==> src/rtl/mult_share_arbiter_if.sv <==
// Bundle of the requester, multiplier and response signals around the
// shared-multiplier arbiter. The arbiter uses the slave modport; the
// requesters, multiplier and response consumer use the master modport.
interface mult_share_arbiter_if #(
    parameter int NREQ = 4,
    parameter int W    = 16
);
    localparam int IDW = $clog2(NREQ);

    logic [NREQ-1:0]   req_valid;
    logic [NREQ*W-1:0] req_a;
    logic [NREQ*W-1:0] req_b;
    logic [NREQ-1:0]   req_ready;
    logic              mul_start;
    logic [W-1:0]      mul_a;
    logic [W-1:0]      mul_b;
    logic              mul_done;
    logic [2*W-1:0]    mul_prod;
    logic              rsp_valid;
    logic              rsp_ready;
    logic [IDW-1:0]    rsp_id;
    logic [2*W-1:0]    rsp_prod;
    logic              rsp_err;

    modport slave (
        input  req_valid, req_a, req_b, mul_done, mul_prod, rsp_ready,
        output req_ready, mul_start, mul_a, mul_b, rsp_valid, rsp_id, rsp_prod, rsp_err
    );

    modport master (
        output req_valid, req_a, req_b, mul_done, mul_prod, rsp_ready,
        input  req_ready, mul_start, mul_a, mul_b, rsp_valid, rsp_id, rsp_prod, rsp_err
    );
endinterface

==> src/rtl/mult_share_arbiter.sv <==
// Round-robin arbiter sharing one start/done multiplier among NREQ requesters.
// One multiply in flight; the product (or a timeout error) is returned on a
// valid/ready response channel tagged with the requester index.
module mult_share_arbiter #(
    parameter int NREQ    = 4,
    parameter int W       = 16,
    parameter int TIMEOUT = 64
) (
    input logic                clk,
    input logic                rst,
    mult_share_arbiter_if.slave bus
);
    localparam int IDW = $clog2(NREQ);
    localparam int CW  = $clog2(TIMEOUT + 1);

    typedef enum logic [1:0] {
        S_IDLE  = 2'd0,
        S_ISSUE = 2'd1,
        S_WAIT  = 2'd2,
        S_RESP  = 2'd3
    } state_t;

    state_t          state, state_n;
    logic [IDW-1:0]  ptr;
    logic [IDW-1:0]  sel;
    logic [IDW-1:0]  idx;
    logic            found;
    logic [CW-1:0]   cnt;
    logic [W-1:0]    a_q, b_q;
    logic [IDW-1:0]  id_q;
    logic [2*W-1:0]  prod_q;
    logic            err_q;
    logic [NREQ-1:0] req_ready;
    logic            mul_start;
    logic            accept;
    logic            done_hit;
    logic            timeout_hit;

    // Round-robin pick: first valid requester scanning from ptr upwards, wrapping.
    always_comb begin
        // NOTE: every combinational output gets a default first so no path infers a latch.
        sel   = '0;
        idx   = '0;
        found = 1'b0;
        for (int i = 0; i < NREQ; i++) begin
            idx = IDW'((int'(ptr) + i) % NREQ);
            if (!found && bus.req_valid[idx]) begin
                found = 1'b1;
                sel   = idx;
            end
        end
    end

    // Next-state and control outputs of the IDLE/ISSUE/WAIT/RESP controller.
    always_comb begin
        state_n     = state;
        req_ready   = '0;
        mul_start   = 1'b0;
        accept      = 1'b0;
        done_hit    = 1'b0;
        timeout_hit = 1'b0;
        case (state)
            S_IDLE: begin
                // Held off while rst is high so outputs read zero during reset.
                if (found && !rst) begin
                    req_ready[sel] = 1'b1;
                    accept         = 1'b1;
                    state_n        = S_ISSUE;
                end
            end
            S_ISSUE: begin
                mul_start = 1'b1;
                state_n   = S_WAIT;
            end
            S_WAIT: begin
                // done has priority over a timeout landing in the same cycle.
                if (bus.mul_done) begin
                    done_hit = 1'b1;
                    state_n  = S_RESP;
                end else if (cnt == CW'(TIMEOUT - 1)) begin
                    timeout_hit = 1'b1;
                    state_n     = S_RESP;
                end
            end
            S_RESP: begin
                if (bus.rsp_ready) begin
                    state_n = S_IDLE;
                end
            end
            default: state_n = S_IDLE;
        endcase
    end

    // State register.
    always_ff @(posedge clk) begin
        // NOTE: sequential state uses non-blocking assignments so all registers update together.
        if (rst) begin
            state <= S_IDLE;
        end else begin
            state <= state_n;
        end
    end

    // Operand latch, timeout counter, response capture and round-robin pointer.
    always_ff @(posedge clk) begin
        // NOTE: every datapath register is reset because they drive module outputs directly.
        if (rst) begin
            ptr    <= '0;
            cnt    <= '0;
            a_q    <= '0;
            b_q    <= '0;
            id_q   <= '0;
            prod_q <= '0;
            err_q  <= 1'b0;
        end else begin
            if (accept) begin
                a_q  <= bus.req_a[int'(sel)*W +: W];
                b_q  <= bus.req_b[int'(sel)*W +: W];
                id_q <= sel;
            end
            if (state == S_ISSUE) begin
                cnt <= '0;
            end
            if (state == S_WAIT) begin
                cnt <= cnt + CW'(1);
                if (done_hit) begin
                    prod_q <= bus.mul_prod;
                    err_q  <= 1'b0;
                end else if (timeout_hit) begin
                    prod_q <= '0;
                    err_q  <= 1'b1;
                end
            end
            if (state == S_RESP && bus.rsp_ready) begin
                ptr <= IDW'((int'(id_q) + 1) % NREQ);
            end
        end
    end

    assign bus.req_ready = req_ready;
    assign bus.mul_start = mul_start;
    assign bus.mul_a     = a_q;
    assign bus.mul_b     = b_q;
    assign bus.rsp_valid = (state == S_RESP);
    assign bus.rsp_id    = id_q;
    assign bus.rsp_prod  = prod_q;
    assign bus.rsp_err   = err_q;
endmodule

==> src/flat_wrapper.sv <==
// flat-port wrapper written by rule: the top's interface ports become plain ports
module mult_share_arbiter_flat 
#(
    parameter int NREQ    = 4,
    parameter int W       = 16,
    parameter int TIMEOUT = 64
)
  (clk, rst, bus_req_valid, bus_req_a, bus_req_b, bus_mul_done, bus_mul_prod, bus_rsp_ready, bus_req_ready, bus_mul_start, bus_mul_a, bus_mul_b, bus_rsp_valid, bus_rsp_id, bus_rsp_prod, bus_rsp_err);
  mult_share_arbiter_if #(.NREQ(NREQ), .W(W)) bus_i ();
  input logic clk;
  input logic rst;
  input wire logic [$bits(bus_i.req_valid)-1:0] bus_req_valid;
  input wire logic [$bits(bus_i.req_a)-1:0] bus_req_a;
  input wire logic [$bits(bus_i.req_b)-1:0] bus_req_b;
  input wire logic [$bits(bus_i.mul_done)-1:0] bus_mul_done;
  input wire logic [$bits(bus_i.mul_prod)-1:0] bus_mul_prod;
  input wire logic [$bits(bus_i.rsp_ready)-1:0] bus_rsp_ready;
  output wire logic [$bits(bus_i.req_ready)-1:0] bus_req_ready;
  output wire logic [$bits(bus_i.mul_start)-1:0] bus_mul_start;
  output wire logic [$bits(bus_i.mul_a)-1:0] bus_mul_a;
  output wire logic [$bits(bus_i.mul_b)-1:0] bus_mul_b;
  output wire logic [$bits(bus_i.rsp_valid)-1:0] bus_rsp_valid;
  output wire logic [$bits(bus_i.rsp_id)-1:0] bus_rsp_id;
  output wire logic [$bits(bus_i.rsp_prod)-1:0] bus_rsp_prod;
  output wire logic [$bits(bus_i.rsp_err)-1:0] bus_rsp_err;
  assign bus_i.req_valid = bus_req_valid;
  assign bus_i.req_a = bus_req_a;
  assign bus_i.req_b = bus_req_b;
  assign bus_i.mul_done = bus_mul_done;
  assign bus_i.mul_prod = bus_mul_prod;
  assign bus_i.rsp_ready = bus_rsp_ready;
  assign bus_req_ready = bus_i.req_ready;
  assign bus_mul_start = bus_i.mul_start;
  assign bus_mul_a = bus_i.mul_a;
  assign bus_mul_b = bus_i.mul_b;
  assign bus_rsp_valid = bus_i.rsp_valid;
  assign bus_rsp_id = bus_i.rsp_id;
  assign bus_rsp_prod = bus_i.rsp_prod;
  assign bus_rsp_err = bus_i.rsp_err;
  mult_share_arbiter #(.NREQ(NREQ), .W(W), .TIMEOUT(TIMEOUT)) u_core (.clk(clk), .rst(rst), .bus(bus_i));
endmodule
==> config.mk <==
export PLATFORM = sky130hd
export DESIGN_NAME = mult_share_arbiter_flat
export DESIGN_NICKNAME = d
export VERILOG_FILES = /design/src/rtl/mult_share_arbiter_if.sv /design/src/rtl/mult_share_arbiter.sv /design/src/flat_wrapper.sv
export SDC_FILE = /design/constraint.sdc
export NUM_CORES = 1
export LEC_CHECK = 0
export CORE_ASPECT_RATIO = 0.6
export CORE_MARGIN = 2
export CORE_UTILIZATION = 24
export CTS_CLUSTER_DIAMETER = 100
export CTS_CLUSTER_SIZE = 20
export DETAILED_ROUTE_END_ITERATION = 12
export PLACE_DENSITY_LB_ADDON = 0.08
export SLEW_MARGIN = 5
export SYNTH_ARGS = -nofsm -noshare
export SYNTH_HDL_FRONTEND = slang
export SYNTH_SLANG_ARGS = --single-unit
==> constraint.sdc <==
create_clock -name clk -period 3.2 [get_ports clk]
set_input_delay 0.32 -clock clk [delete_from_list [all_inputs] [get_ports clk]]
set_output_delay 0.32 -clock clk [all_outputs]
set_load 0.005 [all_outputs]
==> results_dict.tcl, run 1 <==
set metrics [dict create \
    outcome "completed" \
    setup_viol 0 \
    clkTransAtPathRegs_ns 0.06 \
    post_cts_resized 0 \
    clock-sinks 78 \
    p_sw_mw 1.350 \
    power.density_nw_per_um2 573.8 \
    synth_top_area_share_pct 37.69 \
    synth_common_cells "dfxtp_1, nor2_1, and2_1" \
    whs_ns 0.4881 \
    cts_made_buffers 9 \
    detailedRoute.firstPassIterationCount 4 \
    vdd_drop_max_uv 220.7 \
    grt.overflow.total 0 \
    async_flop_share_pct 0 \
    path_common_cell "clkdlybuf4s50_1" \
    rsz0062_at_grt "no" \
    tightest_slew_ns 0.5929 \
    cts_tree "built" \
    drt-met1-wl_um 7157 \
    routed.top_layer "met4" \
    clockRootBuffer "clkbuf_16" \
    slowest_delay_ns 0.63 \
    path_max_fanout 6 \
    finalPower_mw 4.057 \
    finish.net_count 826 \
    synthMuxAreaShare_pct 8.336 \
    post_synth.cell_area_avg_um2 9.794 \
    synth_compound_area_share_pct 32.20 \
    worstPathCellList "clkdlybuf4s50_1 -> a21oi_1 -> o21a_1 -> o22a_2 -> nor4_1 -> clkdlybuf4s50_1" \
    yosys_warnings 0 \
    critPathLaunchType "input pin" \
    period_minus_slack_ns 2.739 \
    initialDrtViolationCount 175 \
    p_int_mw 2.707 \
    yosys_most_used_dff "dfxtp_1" \
    ys_seq_elements 78 \
    wire_per_inst_um 17.18 \
    ys_seq_area_share_pct 37.69 \
    combPwrFrac_pct 42.0 \
    cts_setup_buffers 0 \
    crit_required_ns 2.88 \
    hold_path_class "reg2reg" \
    layout-drive-gt1-share_pct 10.96 \
    rows 37 \
    met3_wirelength_um 853 \
    synthAdderAreaFrac_pct 1.812 \
    fmax_ghz 0.3650 \
    relSlewSlack_pct 60.11 \
    drc_errors 0 \
    ant_nets 0 \
    ctsHtreeMaxLevel 3 \
    gp_congestion 0.7413 \
    dieArea_um2 18360 \
    synth.area.top_cells "dfxtp_1, mux2i_1, a211oi_2" \
    synth_cell_type_count 44 \
    post-route-period-util_pct 85.61 \
    grt_pass1_wl_um 23920 \
    fp.dieW_um 173.6 \
    maxCapViolCount 0 \
    skew_ns 0.006483 \
    r2r_slack_ns 1.17 \
    yosysMostFrequentCell "dfxtp_1" \
    dp_cells 875 \
    grt_pass1_vias 4497 \
    hold_buffers 0 \
    areaGrowthSynthToFinish_pct 70.64 \
    vias 4175 \
    arrival_ns 2.42 \
    mappedNetlistNets 597 \
    finalWirelength_um 15300 \
    timing.rr.start "u_core.ptr[1]$_SDFFE_PP0P_" \
    fin_setup_tns_ns 0 \
    maxSlewViolCount 0 \
    switching_share_pct 33.27 \
    coreArea_um2 17040 \
    clockBufferDepth 2 \
    leakagePower_nw 2.629 \
    diodes 0 \
    hp-start "u_core.cnt[6]$_SDFFE_PP0P_" \
    die_y_um 105.8 \
    netlist_area_um2 4143 \
    p_clk_share_pct 25.8 \
    synth_cells 423 \
    synth-simple-area-share_pct 13.20 \
    hold_viol 0 \
    synth_top_family_by_area "compound AO/OA/AOI/OAI gates" \
    wl_met2_um 7079 \
    vias_per_cell 4.686 \
    cp_slowest_cell "clkdlybuf4s50_1" \
    grt_usage_pct 16.68 \
    grt_max_degree 38 \
    synth-xor-area-share_pct 0.8457 \
    critPathCaptureType "output pin" \
    layout.cells.non_filler 891 \
    start_util_pct 24.32 \
    io_buffers 240 \
    p_seq_share_pct 32.3 \
    synth_edf_count 0 \
    ios 241 \
    yosysTopAreaCell "dfxtp_1" \
    antenna_found_initial 0 \
    crit_start "bus_req_valid[0]" \
    hpwl_um 11480 \
    clock_latency_ns 0.33 \
    fin_util_pct 41.50 \
    critical_path_class "in2out" \
]
worst paths after layout:
| check | end | depth (start not counted) |
|---|---|---|
| max | bus_req_ready[1] | 6 |
| min | u_core.cnt[6]$_SDFFE_PP0P_ | 2 |
| max reg2reg | u_core.bus.mul_a[2]$_SDFFE_PP0P_ | 6 |
| min reg2reg | u_core.cnt[6]$_SDFFE_PP0P_ | 2 |
worst max-delay path, delay by kind of cell:
| family | cells | cell delay, ns |
|---|---|---|
| buf+inv | 2 | 1.21 |
| compound gates | 3 | 0.64 |
| simple gates | 1 | 0.25 |
cell families (layout without fill, tap and decap cells):
group                      after synthesis  in the layout
DFF                                     78             78
xor gates and xnor gates                 4              4
AOI/OAI and AO/OA                      153            153
buffers and inverters                   44            278
muxes                                   34             34
and+or+nand+nor                        104            104
adders and majority gates                6              6
state kept, by name, indices dropped and copies added (netlist names):
| register | count |
|---|---|
| u_core.bus.mul_b | 16 |
| u_core.bus.rsp_err | 1 |
| u_core.cnt | 7 |
| u_core.bus.rsp_prod | 32 |
| u_core.state | 2 |
| u_core.bus.mul_a | 16 |
| u_core.bus.rsp_id | 2 |
| u_core.ptr | 2 |
per-stage QoR:
step	setup slack, ns	instance area (um^2)
floorplan	1.311	4143
global placement	0.4963	6770
detailed placement	0.4814	6770
CTS	0.4591	7069
global route	0.3294	7069
finish	0.4605	7069
layout make-up:
type / instances / area, um^2
Clock inverter: 6 / 70.07
Inverter: 4 / 15.01
Timing Repair Buffer: 258 / 2532
Clock buffer: 10 / 229.0
Sequential cell: 78 / 1562
Multi-Input combinational cell: 301 / 2369
Fill cell: 1700 / 9967
Tap cell: 234 / 292.8
placed cells by master, fill, tap and decap left out, types with 2 or more instances in the layout:
cell	count
a21o_1	2
nor3_1	2
ha_1	6
nand2_1	8
clkbuf_16	9
nor2_2	2
a211oi_2	20
clkinvlp_4	3
nand4_1	3
a21oi_1	12
clkdlybuf4s50_1	239
dfxtp_1	78
nor4_1	3
o21bai_1	32
a311oi_1	2
mux2i_1	33
xor2_1	3
a22oi_1	32
o21ai_0	2
nor2_1	38
a221oi_2	8
buf_4	18
or3_1	2
nand3b_1	2
nand2b_1	3
a211oi_1	13
inv_6	2
and2_1	34
a221oi_1	24
inv_1	4
power by group through the flow:
stage	clock [mW]	sequential [mW]	combinational [mW]
floorplan	0	1.33	0.816
global placement	0	1.32	1.71
detailed placement	0	1.33	1.73
CTS	1.09	1.31	1.74
global route	1.13	1.33	1.86
finish	1.04	1.31	1.70
per-layer routing:
layer  global-route usage, %  vias up
met5                       0        -
met4                   4.862        0
met3                   4.726       17
met2                   27.74      119
met1                   21.12     1985
li1                        -     2054
Power figures use the tool's default switching activity.
==> run 2: changes to the inputs <==
--- a/config.mk
+++ b/config.mk
@@ -5,6 +5,7 @@
 export SDC_FILE = /design/constraint.sdc
 export NUM_CORES = 1
 export LEC_CHECK = 0
+export CAP_MARGIN = 20
 export CORE_ASPECT_RATIO = 0.6
 export CORE_MARGIN = 2
 export CORE_UTILIZATION = 24
==> results of run 2 <==
No change in the layout: final DEF, timing and power equal those of run 1.
